**config.mk**
```make
export PLATFORM = sky130hd
export DESIGN_NAME = mips_single_cycle_cpu
export DESIGN_NICKNAME = d
export VERILOG_FILES = /design/src/rtl/mips_pkg.sv /design/src/rtl/mips_regfile.sv /design/src/rtl/mips_single_cycle_cpu.sv
export SDC_FILE = /design/constraint.sdc
export NUM_CORES = 2
export LEC_CHECK = 0
export BUFFER_PORTS_ARGS = -buffer_cell sky130_fd_sc_hd__buf_2
export CAP_MARGIN = 20
export CORE_MARGIN = 4
export CORE_UTILIZATION = 40
export DETAILED_ROUTE_END_ITERATION = 10
export PLACE_DENSITY = 0.61
export SLEW_MARGIN = 20
export SYNTH_ARGS = -nofsm -noshare
export SYNTH_HDL_FRONTEND = slang
export SYNTH_SLANG_ARGS = --single-unit
export TNS_END_PERCENT = 20
```
**constraint.sdc**
```tcl
create_clock -name Clock -period 22.6 [get_ports Clock]
set_clock_uncertainty 0.1 [all_clocks]
set_input_delay 3.39 -clock Clock [delete_from_list [all_inputs] [get_ports Clock]]
set_output_delay 3.39 -clock Clock [all_outputs]
set_load 0.02 [all_outputs]
```
**src/rtl/mips_pkg.sv**
```systemverilog
// rtl/mips_pkg.sv - shared opcode/funct constants and control enums for the MIPS core
package mips_pkg;

  localparam logic [5:0] OP_RTYPE = 6'h00;
  localparam logic [5:0] OP_J     = 6'h02;
  localparam logic [5:0] OP_BEQ   = 6'h04;
  localparam logic [5:0] OP_BNE   = 6'h05;
  localparam logic [5:0] OP_ADDI  = 6'h08;
  localparam logic [5:0] OP_ADDIU = 6'h09;
  localparam logic [5:0] OP_SLTI  = 6'h0A;
  localparam logic [5:0] OP_ANDI  = 6'h0C;
  localparam logic [5:0] OP_ORI   = 6'h0D;
  localparam logic [5:0] OP_XORI  = 6'h0E;
  localparam logic [5:0] OP_LUI   = 6'h0F;
  localparam logic [5:0] OP_LW    = 6'h23;
  localparam logic [5:0] OP_SW    = 6'h2B;

  localparam logic [5:0] F_SLL  = 6'h00;
  localparam logic [5:0] F_SRL  = 6'h02;
  localparam logic [5:0] F_ADD  = 6'h20;
  localparam logic [5:0] F_ADDU = 6'h21;
  localparam logic [5:0] F_SUB  = 6'h22;
  localparam logic [5:0] F_SUBU = 6'h23;
  localparam logic [5:0] F_AND  = 6'h24;
  localparam logic [5:0] F_OR   = 6'h25;
  localparam logic [5:0] F_XOR  = 6'h26;
  localparam logic [5:0] F_NOR  = 6'h27;
  localparam logic [5:0] F_SLT  = 6'h2A;

  typedef enum logic [3:0] {
    ALU_ADD, ALU_SUB, ALU_AND, ALU_OR, ALU_XOR,
    ALU_NOR, ALU_SLT, ALU_SLL, ALU_SRL, ALU_LUI
  } alu_op_e;

  typedef enum logic [1:0] {EXT_SIGN, EXT_ZERO, EXT_UPPER} ext_mode_e;

  function automatic logic [31:0] extend_imm(input logic [15:0] imm, input ext_mode_e mode);
    case (mode)
      EXT_ZERO:  extend_imm = {16'h0000, imm};
      EXT_UPPER: extend_imm = {imm, 16'h0000};
      default:   extend_imm = {{16{imm[15]}}, imm};
    endcase
  endfunction

endpackage

```
**src/rtl/mips_regfile.sv**
```systemverilog
// rtl/mips_regfile.sv - GPR file: two async read ports, one sync write port, sync clear
module mips_regfile #(
  parameter int REG_COUNT = 32
) (
  input  logic        clk_i,
  input  logic        rst_i,
  input  logic        we_i,
  input  logic [4:0]  waddr_i,
  input  logic [31:0] wdata_i,
  input  logic [4:0]  raddr1_i,
  input  logic [4:0]  raddr2_i,
  output logic [31:0] rdata1_o,
  output logic [31:0] rdata2_o
);
  localparam int AW = $clog2(REG_COUNT);

  logic [31:0] regs_q [REG_COUNT];

  always_ff @(posedge clk_i) begin
    if (rst_i) begin
      for (int i = 0; i < REG_COUNT; i++) regs_q[i] <= '0;
    end else if (we_i && waddr_i != 5'd0) begin
      regs_q[waddr_i[AW-1:0]] <= wdata_i;
    end
  end

  // Register 0 is forced to zero on the read side, so its storage is never observed.
  assign rdata1_o = (raddr1_i == 5'd0) ? 32'h0 : regs_q[raddr1_i[AW-1:0]];
  assign rdata2_o = (raddr2_i == 5'd0) ? 32'h0 : regs_q[raddr2_i[AW-1:0]];

endmodule

```
**src/rtl/mips_single_cycle_cpu.sv**
```systemverilog
// rtl/mips_single_cycle_cpu.sv - single-cycle MIPS core: PC, decode, ALU, next-PC, write-back
module mips_single_cycle_cpu
  import mips_pkg::*;
#(
  parameter logic [31:0] RESET_PC  = 32'h0000_0000,
  parameter int          REG_COUNT = 32
) (
  input  logic        Clock,
  input  logic        Reset,
  input  logic [31:0] Instruction,
  input  logic [31:0] DataToWd,
  output logic [31:0] addr,
  output logic [31:0] ALU_result,
  output logic [31:0] Ext_Imm,
  output logic [31:0] Out1,
  output logic [31:0] Out2,
  output logic        MemWrite,
  output logic        MemtoReg
);
  logic [31:0] pc_q, pc_d, pc_plus4, sext_imm, alu_a, alu_b, wb_data;
  logic [5:0]  opcode, funct;
  logic [4:0]  rs, rt, rd, shamt, wb_addr;
  logic        reg_write, reg_dst_rd, alu_src_imm, mem_write_dec, is_beq, is_bne, is_j;
  alu_op_e     alu_op;
  ext_mode_e   ext_mode;

  assign opcode = Instruction[31:26];
  assign rs     = Instruction[25:21];
  assign rt     = Instruction[20:16];
  assign rd     = Instruction[15:11];
  assign shamt  = Instruction[10:6];
  assign funct  = Instruction[5:0];

  always_comb begin
    reg_write     = 1'b0;
    reg_dst_rd    = 1'b0;
    alu_src_imm   = 1'b0;
    mem_write_dec = 1'b0;
    MemtoReg      = 1'b0;
    is_beq        = 1'b0;
    is_bne        = 1'b0;
    is_j          = 1'b0;
    alu_op        = ALU_ADD;
    ext_mode      = EXT_SIGN;
    case (opcode)
      OP_RTYPE: begin
        reg_dst_rd = 1'b1;
        reg_write  = 1'b1;
        case (funct)
          F_ADD, F_ADDU: alu_op = ALU_ADD;
          F_SUB, F_SUBU: alu_op = ALU_SUB;
          F_AND:         alu_op = ALU_AND;
          F_OR:          alu_op = ALU_OR;
          F_XOR:         alu_op = ALU_XOR;
          F_NOR:         alu_op = ALU_NOR;
          F_SLT:         alu_op = ALU_SLT;
          F_SLL:         alu_op = ALU_SLL;
          F_SRL:         alu_op = ALU_SRL;
          default:       reg_write = 1'b0;
        endcase
      end
      OP_ADDI, OP_ADDIU: begin reg_write = 1'b1; alu_src_imm = 1'b1; end
      OP_SLTI: begin reg_write = 1'b1; alu_src_imm = 1'b1; alu_op = ALU_SLT; end
      OP_ANDI: begin reg_write = 1'b1; alu_src_imm = 1'b1; alu_op = ALU_AND; ext_mode = EXT_ZERO; end
      OP_ORI:  begin reg_write = 1'b1; alu_src_imm = 1'b1; alu_op = ALU_OR;  ext_mode = EXT_ZERO; end
      OP_XORI: begin reg_write = 1'b1; alu_src_imm = 1'b1; alu_op = ALU_XOR; ext_mode = EXT_ZERO; end
      OP_LUI:  begin reg_write = 1'b1; alu_src_imm = 1'b1; alu_op = ALU_LUI; ext_mode = EXT_UPPER; end
      OP_LW:   begin reg_write = 1'b1; alu_src_imm = 1'b1; MemtoReg = 1'b1; end
      OP_SW:   begin alu_src_imm = 1'b1; mem_write_dec = 1'b1; end
      OP_BEQ:  begin is_beq = 1'b1; alu_op = ALU_SUB; end
      OP_BNE:  begin is_bne = 1'b1; alu_op = ALU_SUB; end
      OP_J:    is_j = 1'b1;
      default: ;
    endcase
  end

  assign sext_imm = {{16{Instruction[15]}}, Instruction[15:0]};
  assign Ext_Imm  = extend_imm(Instruction[15:0], ext_mode);
  assign MemWrite = mem_write_dec & ~Reset;

  // Shifts take their operand from rt; the amount comes from the shamt field.
  assign alu_a = (alu_op == ALU_SLL || alu_op == ALU_SRL) ? Out2 : Out1;
  assign alu_b = alu_src_imm ? Ext_Imm : Out2;

  always_comb begin
    case (alu_op)
      ALU_SUB: ALU_result = alu_a - alu_b;
      ALU_AND: ALU_result = alu_a & alu_b;
      ALU_OR:  ALU_result = alu_a | alu_b;
      ALU_XOR: ALU_result = alu_a ^ alu_b;
      ALU_NOR: ALU_result = ~(alu_a | alu_b);
      ALU_SLT: ALU_result = {31'h0, $signed(alu_a) < $signed(alu_b)};
      ALU_SLL: ALU_result = alu_a << shamt;
      ALU_SRL: ALU_result = alu_a >> shamt;
      ALU_LUI: ALU_result = alu_b;
      default: ALU_result = alu_a + alu_b;
    endcase
  end

  assign wb_addr = reg_dst_rd ? rd : rt;
  assign wb_data = MemtoReg ? DataToWd : ALU_result;

  mips_regfile #(.REG_COUNT(REG_COUNT)) u_regfile (
    .clk_i    (Clock),
    .rst_i    (Reset),
    .we_i     (reg_write & ~Reset),
    .waddr_i  (wb_addr),
    .wdata_i  (wb_data),
    .raddr1_i (rs),
    .raddr2_i (rt),
    .rdata1_o (Out1),
    .rdata2_o (Out2)
  );

  assign pc_plus4 = pc_q + 32'd4;

  always_comb begin
    pc_d = pc_plus4;
    if ((is_beq && Out1 == Out2) || (is_bne && Out1 != Out2)) pc_d = pc_plus4 + (sext_imm << 2);
    else if (is_j) pc_d = {pc_plus4[31:28], Instruction[25:0], 2'b00};
  end

  always_ff @(posedge Clock) begin
    if (Reset) pc_q <= RESET_PC;
    else       pc_q <= pc_d;
  end

  assign addr = pc_q;

endmodule

```
==> results.py <==
metrics = {
    "yosys": {
        "yosysUniqueCellTypes": 121,
        "synth_area_mm2": 0.0701,
        "ys_seq_elements": 1051,
        "synth.avg_cell_area_um2": 11.8,
        "yosysWarnings": 0,
        "synthCells": 5924,
        "synth_edf_count": 1021,
        "synth-main-ff-cell": "edfxtp_1",
        "async_flop_share_pct": 0,
        "ys_seq_area_share_pct": 44.6,
    },
    "grt": {
        "grt_max_degree": 108,
        "grt_pass1_vias": 55600,
        "track_usage_pct": 34.2,
        "antenna_found_initial": 14,
        "grt_overflow": 0,
        "grt_pass1_wl_mm": 439,
    },
    "floorplan": {
        "core-area_mm2": 0.174,
        "dieHeight_um": 427,
        "die_w_um": 427,
        "dieArea_mm2": 0.182,
        "initial_utilization_pct": 40.3,
        "ios": 228,
        "rows": 153,
    },
    "sta": {
        "fmax_ghz": 0.0626,
        "worst_slack_ns": 6.62,
        "tightestPinTransition_ns": 1.26,
        "setup_violations": 0,
        "fin_crit_ns": 15.99,
        "fin_crit_sh_pct": 70.7,
        "drv_slew": 0,
        "hold_violations": 0,
        "rsz0062_at_grt": "no",
        "relSlewSlack_pct": 15.2,
        "setup_tns_ns": 0,
    },
    "routing": {
        "vias": 58200,
        "finalWirelength_mm": 318,
        "drt-wirelength-per-cell_um": 38.0,
        "firstDrtPassIters": 6,
        "ant_nets": 0,
        "vias_per_cell": 6.95,
        "drc_errors": 0,
        "drt_iter0_drc": 8737,
    },
    "cts": {
        "tritoncts": "yes",
        "cts_buffers": 114,
        "cts_resized": 0,
        "h-tree-depth": 3,
        "clk_pin_slew_ns": 0.06,
        "cts.path.max_buffers": 3,
        "cts-root-buf": "clkbuf_16",
        "insertion_delay_ns": 0.79,
        "numClockSinks": 1051,
        "cts_setup_buffers": 0,
        "hold_buffers": 0,
    },
    "placed_design": {
        "port_buffers": 225,
        "dpl_cell_area_mm2": 0.0728,
        "place_congestion": 1.06,
        "place.detailed.hpwl_mm": 216,
        "dp_slack_ns": 6.85,
    },
    "setup_path": {
        "cp-start-kind": "input pin",
        "regToRegSetupSlack_ns": 14.70,
        "crit_required_ns": 19.11,
        "cp.arrival_ns": 12.50,
        "path_max_fanout": 107,
        "endpoint_kind": "primary output",
        "critical_path_class": "in2out",
    },
    "final_layout": {
        "synthToLayoutAreaGrowth_pct": 9.66,
        "drive_gt1_share_pct": 22.4,
        "final_common_cell": "edfxtp_1",
        "final_area_mm2": 0.0768,
        "ff_latch_area_mm2": 0.0313,
        "final_core_util_pct": 44.2,
        "fin_nets": 6137,
        "fillers": 16100,
        "layout_common_cells": "edfxtp_1 (1021), nor2_1 (769), a21oi_1 (419), mux4_2 (416), buf_4 (248)",
        "multi_input_area_mm2": 0.0349,
    },
    "pwr": {
        "leakagePower_nw": 27.8,
        "power_density_mw_per_mm2": 78.4,
        "ir_worst_vdd_mv": 0.0686,
    },
    "worst_hold_path": {
        "min-delay-path-class": "reg2reg",
    },
    "outcome": {
        "run_status": "complete, no violations",
    },
    "flow_run": {
        "maxCapViolCount": 0,
    },
}
[layout make-up]
cell class / count / area share, %
multi-input cells: 4121 / 45.5
flip-flops and latches: 1051 / 40.7
repair buffers: 481 / 4.22
clock buffers: 131 / 3.80
well taps: 2325 / 3.79
clock inverters: 82 / 1.18
inverters: 171 / 0.837
diodes: 7 / 0.0228
[report_power, final]
part,switching [mW],internal (mW)
clock network,0.840,1.10
registers,0.0364,2.20
logic,1.30,0.537
[per-layer routing]
metal | wire, um | track usage (%) | vias up
met5 | 57 | 0 | -
met4 | 27400 | 23.3 | 8
met3 | 38100 | 8.96 | 1174
met2 | 142000 | 52.8 | 4583
met1 | 111000 | 41.9 | 29200
li1 | - | - | 23200
[state kept, by name, indices dropped and copies added (netlist names)]
name              cells
u_regfile.regs_q   1021
addr                 30
[Yosys cell counts, types with 18 or more instances]
cell / number / share of area (%)
mux4_2: 416 / 13
o211ai_1: 38 / 0.41
a211oi_1: 215 / 2.3
nor4_1: 25 / 0.22
or3_1: 30 / 0.27
a31oi_1: 20 / 0.18
buf_2: 129 / 0.92
dlygate4sd3_1: 52 / 0.74
a22oi_1: 63 / 0.67
and3_1: 33 / 0.29
or2_2: 18 / 0.16
mux2i_1: 222 / 3.2
a221oi_1: 54 / 0.67
o21a_1: 21 / 0.22
o22ai_1: 94 / 0.84
o21ai_0: 127 / 0.91
buf_1: 19 / 0.10
nor2_1: 781 / 4.2
buf_6: 69 / 1.1
nand2_1: 217 / 1.2
ha_1: 128 / 2.3
nor2b_1: 33 / 0.29
nand4_1: 33 / 0.29
nand2b_1: 59 / 0.53
clkbuf_1: 238 / 1.3
a21oi_1: 419 / 3.0
o31ai_1: 18 / 0.19
nand3_1: 110 / 0.79
xnor2_1: 75 / 0.94
a22o_1: 35 / 0.44
nor3_1: 180 / 1.3
mux2_2: 84 / 1.3
xor2_1: 29 / 0.36
edfxtp_1: 1021 / 44
o221ai_1: 43 / 0.54
clkbuf_8: 32 / 0.63
mux4_1: 51 / 1.9
a21o_1: 54 / 0.58
inv_1: 162 / 0.87
dfxtp_1: 30 / 0.86
buf_4: 41 / 0.44
and2_1: 46 / 0.41
[kinds of logic after synthesis]
group           Yosys count  share of synthesized area (%)
simple gates           1644                           10.9
mux                     783                           20.1
flops                  1051                           44.6
xor+xnor                104                           1.30
fa+ha+maj               131                           2.37
compound gates         1428                           14.0
other cells               1                        0.00535
buf+inv                 782                           6.70
[path summary, 6_finish.rpt]
path,startpoint,to,depth (start not counted)
setup / recovery,Instruction[16],ALU_result[26],23
hold / removal,addr[31],addr[31],3
setup reg to reg,u_regfile.regs_q[19][0],u_regfile.regs_q[8][26],20
hold reg to reg,addr[31],addr[31],3
[per-stage QoR]
stage / instances / power, mW / hold WS [ns]
after CTS: 8356 / 5.95 / 0.562
after detailed placement: 8143 / 4.03 / 0.540
after global routing: 8362 / 6.17 / 0.599
after global placement: 8142 / 4.02 / 0.522
after floorplan: 5954 / 3.35 / 0.622
final: 8369 / 6.02 / 0.554
[critical path, cell delays in order]
cell and delay (ns):
buf_8 0.49, buf_12 0.55, buf_12 0.63, mux4_2 0.60
a22oi_1 0.28, o31ai_1 0.14, a211oi_2 0.72, mux2i_1 0.30
ha_1 0.48, nor2b_1 0.09, o21bai_1 0.50, a211oi_1 0.22
o31a_1 0.40, a311oi_1 0.44, buf_4 0.22, o311ai_0 0.28
a311oi_1 0.76, xnor2_1 0.19, o22ai_1 0.13, nor3_2 0.53
buf_4 0.48, inv_1 0.10, buf_2 0.17
Note: power is estimated with default switching activity, not from simulation.
